<file path="src/rtl/ex_operand_stage.sv">
// ID/EX pipeline register with ALU-control decode, EX/MEM and MEM/WB forwarding and load-use bubble insertion.
// Optional macro EX_STALL_CNT_EN adds a saturating load-use stall counter output (stall_cnt).
module ex_operand_stage #(
   parameter int XLEN  = 32,
   parameter int RF_AW = 5
) (
   input  logic             clk,
   input  logic             rst_n,
   input  logic             id_valid,
   input  logic [XLEN-1:0]  id_pc,
   input  logic [XLEN-1:0]  id_rs1_data,
   input  logic [XLEN-1:0]  id_rs2_data,
   input  logic [XLEN-1:0]  id_imm,
   input  logic [RF_AW-1:0] id_rs1_addr,
   input  logic [RF_AW-1:0] id_rs2_addr,
   input  logic [RF_AW-1:0] id_rd_addr,
   input  logic [6:0]       id_opcode,
   input  logic [2:0]       id_funct3,
   input  logic             id_funct7_5,
   input  logic             flush,
   input  logic             hold,
   input  logic             exmem_regwrite,
   input  logic [RF_AW-1:0] exmem_rd,
   input  logic [XLEN-1:0]  exmem_result,
   input  logic             memwb_regwrite,
   input  logic [RF_AW-1:0] memwb_rd,
   input  logic [XLEN-1:0]  memwb_data,
   output logic             load_use_stall,
   output logic             ex_valid,
   output logic [XLEN-1:0]  alu_src1,
   output logic [XLEN-1:0]  alu_src2,
   output logic [3:0]       alu_ctrl,
   output logic [RF_AW-1:0] ex_rd,
   output logic             ex_regwrite,
   output logic             ex_memread,
   output logic             ex_memwrite,
   output logic [XLEN-1:0]  ex_store_data,
`ifdef EX_STALL_CNT_EN
   output logic [XLEN-1:0]  ex_pc,
   output logic [31:0]      stall_cnt
`else
   output logic [XLEN-1:0]  ex_pc
`endif
);

   localparam logic [6:0] OP_R      = 7'b0110011;
   localparam logic [6:0] OP_I      = 7'b0010011;
   localparam logic [6:0] OP_LOAD   = 7'b0000011;
   localparam logic [6:0] OP_STORE  = 7'b0100011;
   localparam logic [6:0] OP_BRANCH = 7'b1100011;
   localparam logic [6:0] OP_JAL    = 7'b1101111;
   localparam logic [6:0] OP_JALR   = 7'b1100111;
   localparam logic [6:0] OP_LUI    = 7'b0110111;
   localparam logic [6:0] OP_AUIPC  = 7'b0010111;

   localparam logic [3:0] ALU_AND = 4'd0;
   localparam logic [3:0] ALU_OR  = 4'd1;
   localparam logic [3:0] ALU_ADD = 4'd2;
   localparam logic [3:0] ALU_SUB = 4'd3;
   localparam logic [3:0] ALU_XOR = 4'd4;
   localparam logic [3:0] ALU_SLT = 4'd5;
   localparam logic [3:0] ALU_SLL = 4'd6;
   localparam logic [3:0] ALU_SRL = 4'd7;
   localparam logic [3:0] ALU_SRA = 4'd8;

   typedef enum logic [1:0] {S1_RS, S1_PC, S1_ZERO} src1_sel_e;
   typedef enum logic [1:0] {S2_RS, S2_FOUR, S2_IMM} src2_sel_e;

   logic [3:0] dec_ctrl;
   logic       dec_rw, dec_mr, dec_mw;
   src1_sel_e  dec_s1;
   src2_sel_e  dec_s2;

   logic             valid_q, valid_d;
   logic [XLEN-1:0]  pc_q, pc_d;
   logic [XLEN-1:0]  rs1_data_q, rs1_data_d;
   logic [XLEN-1:0]  rs2_data_q, rs2_data_d;
   logic [XLEN-1:0]  imm_q, imm_d;
   logic [RF_AW-1:0] rs1_addr_q, rs1_addr_d;
   logic [RF_AW-1:0] rs2_addr_q, rs2_addr_d;
   logic [RF_AW-1:0] rd_q, rd_d;
   logic [3:0]       ctrl_q, ctrl_d;
   logic             regwrite_q, regwrite_d;
   logic             memread_q, memread_d;
   logic             memwrite_q, memwrite_d;
   src1_sel_e        s1_q, s1_d;
   src2_sel_e        s2_q, s2_d;

   logic [XLEN-1:0]  fwd_rs1, fwd_rs2;

   // ID-side decode; it is registered so nothing from id_* reaches the ALU combinationally
   always_comb begin
      dec_ctrl = ALU_ADD;
      dec_rw   = 1'b0;
      dec_mr   = 1'b0;
      dec_mw   = 1'b0;
      dec_s1   = S1_RS;
      dec_s2   = S2_IMM;
      case (id_opcode)
         OP_R, OP_I: begin
            dec_rw = 1'b1;
            dec_s2 = (id_opcode == OP_R) ? S2_RS : S2_IMM;
            case (id_funct3)
               3'b000:  dec_ctrl = (id_opcode == OP_R && id_funct7_5) ? ALU_SUB : ALU_ADD;
               3'b001:  dec_ctrl = ALU_SLL;
               3'b010,
               3'b011:  dec_ctrl = ALU_SLT;
               3'b100:  dec_ctrl = ALU_XOR;
               3'b101:  dec_ctrl = id_funct7_5 ? ALU_SRA : ALU_SRL;
               3'b110:  dec_ctrl = ALU_OR;
               default: dec_ctrl = ALU_AND;
            endcase
         end
         OP_LOAD: begin
            dec_mr = 1'b1;
            dec_rw = 1'b1;
         end
         OP_STORE: dec_mw = 1'b1;
         OP_BRANCH: begin
            dec_s2   = S2_RS;
            dec_ctrl = (id_funct3[2:1] == 2'b00) ? ALU_SUB : ALU_SLT;
         end
         OP_JAL, OP_JALR: begin
            dec_s1 = S1_PC;
            dec_s2 = S2_FOUR;
            dec_rw = 1'b1;
         end
         OP_LUI: begin
            dec_s1 = S1_ZERO;
            dec_rw = 1'b1;
         end
         OP_AUIPC: begin
            dec_s1 = S1_PC;
            dec_rw = 1'b1;
         end
         default: ;
      endcase
   end

   // Only a load already in EX can create a hazard, since memread_q is already qualified by valid
   assign load_use_stall = valid_q & memread_q & id_valid & (rd_q != '0) &
                           ((rd_q == id_rs1_addr) | (rd_q == id_rs2_addr));

   always_comb begin
      valid_d    = valid_q;
      pc_d       = pc_q;
      rs1_data_d = rs1_data_q;
      rs2_data_d = rs2_data_q;
      imm_d      = imm_q;
      rs1_addr_d = rs1_addr_q;
      rs2_addr_d = rs2_addr_q;
      rd_d       = rd_q;
      ctrl_d     = ctrl_q;
      regwrite_d = regwrite_q;
      memread_d  = memread_q;
      memwrite_d = memwrite_q;
      s1_d       = s1_q;
      s2_d       = s2_q;
      if (flush || (!hold && load_use_stall)) begin
         valid_d    = 1'b0;
         regwrite_d = 1'b0;
         memread_d  = 1'b0;
         memwrite_d = 1'b0;
         ctrl_d     = ALU_ADD;
      end else if (!hold) begin
         valid_d    = id_valid;
         pc_d       = id_pc;
         rs1_data_d = id_rs1_data;
         rs2_data_d = id_rs2_data;
         imm_d      = id_imm;
         rs1_addr_d = id_rs1_addr;
         rs2_addr_d = id_rs2_addr;
         rd_d       = id_rd_addr;
         ctrl_d     = dec_ctrl;
         regwrite_d = id_valid & dec_rw;
         memread_d  = id_valid & dec_mr;
         memwrite_d = id_valid & dec_mw;
         s1_d       = dec_s1;
         s2_d       = dec_s2;
      end
   end

   always_ff @(posedge clk or negedge rst_n) begin
      if (!rst_n) begin
         valid_q    <= 1'b0;
         pc_q       <= '0;
         rs1_data_q <= '0;
         rs2_data_q <= '0;
         imm_q      <= '0;
         rs1_addr_q <= '0;
         rs2_addr_q <= '0;
         rd_q       <= '0;
         ctrl_q     <= ALU_ADD;
         regwrite_q <= 1'b0;
         memread_q  <= 1'b0;
         memwrite_q <= 1'b0;
         s1_q       <= S1_RS;
         s2_q       <= S2_RS;
      end else begin
         valid_q    <= valid_d;
         pc_q       <= pc_d;
         rs1_data_q <= rs1_data_d;
         rs2_data_q <= rs2_data_d;
         imm_q      <= imm_d;
         rs1_addr_q <= rs1_addr_d;
         rs2_addr_q <= rs2_addr_d;
         rd_q       <= rd_d;
         ctrl_q     <= ctrl_d;
         regwrite_q <= regwrite_d;
         memread_q  <= memread_d;
         memwrite_q <= memwrite_d;
         s1_q       <= s1_d;
         s2_q       <= s2_d;
      end
   end

   // EX/MEM is the younger result, so it takes precedence; x0 is hard-wired zero and never forwarded
   function automatic logic [XLEN-1:0] fwd_sel(
      input logic [RF_AW-1:0] ra,
      input logic [XLEN-1:0]  latched,
      input logic             em_we,
      input logic [RF_AW-1:0] em_rd,
      input logic [XLEN-1:0]  em_val,
      input logic             mw_we,
      input logic [RF_AW-1:0] mw_rd,
      input logic [XLEN-1:0]  mw_val
   );
      if (em_we && em_rd != '0 && em_rd == ra)
         return em_val;
      else if (mw_we && mw_rd != '0 && mw_rd == ra)
         return mw_val;
      else
         return latched;
   endfunction

   always_comb begin
      fwd_rs1 = fwd_sel(rs1_addr_q, rs1_data_q, exmem_regwrite, exmem_rd, exmem_result,
                        memwb_regwrite, memwb_rd, memwb_data);
      fwd_rs2 = fwd_sel(rs2_addr_q, rs2_data_q, exmem_regwrite, exmem_rd, exmem_result,
                        memwb_regwrite, memwb_rd, memwb_data);
   end

   always_comb begin
      case (s1_q)
         S1_PC:   alu_src1 = pc_q;
         S1_ZERO: alu_src1 = '0;
         default: alu_src1 = fwd_rs1;
      endcase
      case (s2_q)
         S2_FOUR: alu_src2 = XLEN'(4);
         S2_IMM:  alu_src2 = imm_q;
         default: alu_src2 = fwd_rs2;
      endcase
   end

   assign ex_valid      = valid_q;
   assign alu_ctrl      = ctrl_q;
   assign ex_rd         = rd_q;
   assign ex_regwrite   = regwrite_q;
   assign ex_memread    = memread_q;
   assign ex_memwrite   = memwrite_q;
   assign ex_store_data = fwd_rs2;
   assign ex_pc         = pc_q;

`ifdef EX_STALL_CNT_EN
   logic [31:0] stall_cnt_q, stall_cnt_d;

   always_comb begin
      stall_cnt_d = stall_cnt_q;
      if (load_use_stall && !flush && !hold && stall_cnt_q != 32'hFFFF_FFFF)
         stall_cnt_d = stall_cnt_q + 32'd1;
   end

   always_ff @(posedge clk or negedge rst_n) begin
      if (!rst_n)
         stall_cnt_q <= '0;
      else
         stall_cnt_q <= stall_cnt_d;
   end

   assign stall_cnt = stall_cnt_q;
`endif

endmodule

</file>
<file path="config.mk">
export PLATFORM = sky130hd
export DESIGN_NAME = ex_operand_stage
export DESIGN_NICKNAME = d
export VERILOG_FILES = /design/src/rtl/ex_operand_stage.sv
export SDC_FILE = /design/constraint.sdc
export NUM_CORES = 1
export LEC_CHECK = 0
export BUFFER_PORTS_ARGS = -buffer_cell sky130_fd_sc_hd__buf_2
export CORE_AREA = 2 2 148 150
export CTS_CLUSTER_DIAMETER = 100
export DETAILED_ROUTE_END_ITERATION = 8
export DIE_AREA = 0 0 150 152
export PLACE_DENSITY = 0.69
export SLEW_MARGIN = 20
export SYNTH_ARGS = -nofsm -noshare
export SYNTH_HDL_FRONTEND = slang
export SYNTH_SLANG_ARGS = --single-unit
</file>
<file path="constraint.sdc">
create_clock -name clk -period 3.1 [get_ports clk]
set_clock_uncertainty 0.2 [all_clocks]
set_input_delay 0.62 -clock clk [delete_from_list [all_inputs] [get_ports clk]]
set_output_delay 0.62 -clock clk [all_outputs]
set_load 0.02 [all_outputs]
</file>
==> metrics <==
status finished, violations left; failing checks setup timing; initial antenna violation count 5; CTS Buffer Depth 2; headroom to the max-slew limit 0.530; count of cells along the worst register-to-register path 5; arrival time at the worst endpoint approximately 2.5 ns; RR Startpoint ex_rd[0]; placer congestion estimate 0.929; design area 0.0125 mm²; GR Util met1 0.316; worst slew pin tran roughly 0.71 ns; Pleak 0.00550 µW; grt met3 use 0.0610; met2 usage 0.424; Inserted Clock Buffers 17; crit path launch type primary input; clk_lat worst skew 0.42 ns; area grow syn2layout 48.6%; via/cell ratio approximately 5.5; worst reg-to-reg setup slack 0.77 ns; initial cell density of the core 0.395; area of the multi-input gates about 0.0047 mm²; Overflow after GRT 0; DIE HEIGHT 152 µm; worst setup path class primary input to output pin; layout cells sized above 1 0.607; Detailed Routing Iterations Pass 1 5; worst hold margin 0.00570 ns; Final TNS setup -9.22 ns; DRC 0; count leader, synth dfrtp_1; ys flop type dfrtp_1; Setup violations, final 96; drt initial violations 504; number of port buffers 376; Fmax ~300 MHz; syn_nets around 980; EDFF count, synth 0; worst-case vdd ir drop around 0.35 mV; largest net degree at the start of global routing 84; Die ar. ~0.023 mm²; count of cell types in the netlist 47; num ports about 380; Core Rows 54; FF+latch area 0.00388 mm²; synthesized flop and latch total 155; mapped cell area 0.00844 mm²; RSZ-0062 raised after global routing yes; Num Clock Sinks approximately 160; TritonCTS clock tree yes; number of fillers in the final layout between 1.5k and 2k; Area contributors post-synth dfrtp_1, mux2_2, mux2i_1; Worst Setup Slack, final -0.196 ns; worst hold path class primary input to asynchronous set/reset pin; dpl hpwl about 22,000 µm; Max Fanout on Critical Path 20; pre-CTS WS -0.241 ns; synth cell count leaders dfrtp_1, mux2_2, mux2i_1, nor2_1; nets 1,385; first-pass GRT wire length 44,700 µm; Synth Area per Inst 11.4 µm²; via count 7,929; ANT nets after route 0; gr usage total 0.254; htree depth 4; register area share after synthesis 0.460; Pwr Density 543 mW/mm²; Worst-path clk slew 0.06 ns; die width 150 µm; dpl cell area 0.0110 mm²; cell taking the most area after synthesis dfrtp_1; Core Region 0.0214 mm²; CP required 2.28 ns; CTS Hold Buffers Added 0; fin crit share 1.06; FF-to-FF End ex_pc[14]; Max Slew Vio Count 0; crit path time final 3.30 ns; max-cap viol count 0; Post-Syn Instances 741; Most Crowded Layer GR met2; Final Hold Fails 0; top-area cell type share of the netlist area 0.457; clock root cell clkbuf_16; Yosys warnings 0; crit end category output pin; ys async rst share 1.00; vias in the first global route 8,077; drt wl/cell 21.0 µm; aggregate routed wire length 30,400 µm
-- critical path, cell delays in order --
cell     delay (ns)
buf_8          0.10
or4_4          0.55
o21ai_4        0.21
buf_6          0.13
nor4_4         0.05
buf_12         0.18
mux2i_4        0.23
a21oi_2        0.19
buf_4          0.17
-- area by class of cell --
class	count	area share
Tap cell	280	0.0279
Timing Repair Buffer	443	0.236
Clock buffer	19	0.0353
Clock inverter	12	0.00998
Inverter	9	0.00269
Multi-Input combinational cell	521	0.378
Antenna cell	5	0.000998
Sequential cell	155	0.309
-- cell usage in the layout (no fill, tap or decap), types with 23 or more instances in the layout --
| cell | synthesis | layout |
|---|---|---|
| buf_2 | 28 | 279 |
| dfrtp_1 | 154 | 154 |
| mux2_2 | 146 | 146 |
| buf_4 | 2 | 113 |
| o21ai_1 | 36 | 52 |
| mux2i_1 | 65 | 43 |
| nor2_1 | 40 | 40 |
| buf_6 | 4 | 34 |
| a21oi_1 | 36 | 24 |
| xnor2_1 | 26 | 23 |
| a32oi_1 | 30 | 23 |
-- power by group --
group | internal (µW) | switching (µW) | total, µW
Combinational | 1070 | 1170 | 2240
Sequential | 2300 | 220 | 2520
Clock | 1200 | 857 | 2050
Total | 4570 | 2250 | 6810
-- worst max path at each step --
stage / from / endpoint / slack [ns]
floorplan: memwb_rd[3] / alu_src1[11] / 0.004
finish: memwb_rd[3] / ex_store_data[18] / -0.20
global route: rs1_addr_q[4] / alu_src1[1] / -0.28
detailed placement: memwb_rd[3] / ex_store_data[9] / -0.24
CTS: rs1_addr_q[1] / alu_src1[1] / -0.16
global placement: memwb_rd[0] / alu_src1[1] / -0.51
-- routing by layer --
metal | vias to the layer above | wire length, µm | share of wire
met2 | 354 | 15300 | 0.50
met3 | 59 | 2140 | 0.071
met5 | - | 0 | 0
met4 | 0 | 824 | 0.027
li1 | 3596 | - | -
met1 | 3920 | 12100 | 0.40
-- what timing repair did --
action	4_1_cts	5_1_grt
buffers inserted	4	9
endpoints found under the setup margin	95	96
gates cloned	0	3
gates resized for setup	119	116
pin swaps	20	29
-- stage by stage --
step | utilization | instances | power [µW]
6_report | 0.587 | 1444 | 6810
5_1_grt | 0.587 | 1444 | 7130
4_1_cts | 0.559 | 1430 | 6690
3_5_place_dp | 0.516 | 1396 | 4470
3_3_place_gp | 0.515 | 1394 | 4440
2_1_floorplan | - | 741 | 3630
-- logic make-up after synthesis --
| group | after synthesis | synth area share |
|---|---|---|
| AO/OA/AOI/OAI | 186 | 0.141 |
| XOR/XNOR | 30 | 0.0311 |
| adder cells (fa/ha/maj) | 3 | 0.00445 |
| buffers and inverters | 65 | 0.0375 |
| flip-flops | 155 | 0.460 |
| multiplexers | 211 | 0.272 |
| AND/OR/NAND/NOR | 91 | 0.0546 |
-- registers in the layout, summed over array words and instances (netlist names), 2 cells and up --
name / flops
imm_q: 32
rs2_addr_q: 5
alu_ctrl: 4
rs2_data_q: 32
ex_pc: 32
rs1_addr_q: 5
s1_q: 2
s2_q: 2
rs1_data_q: 32
ex_rd: 5
(Power assumes the default switching activity.)
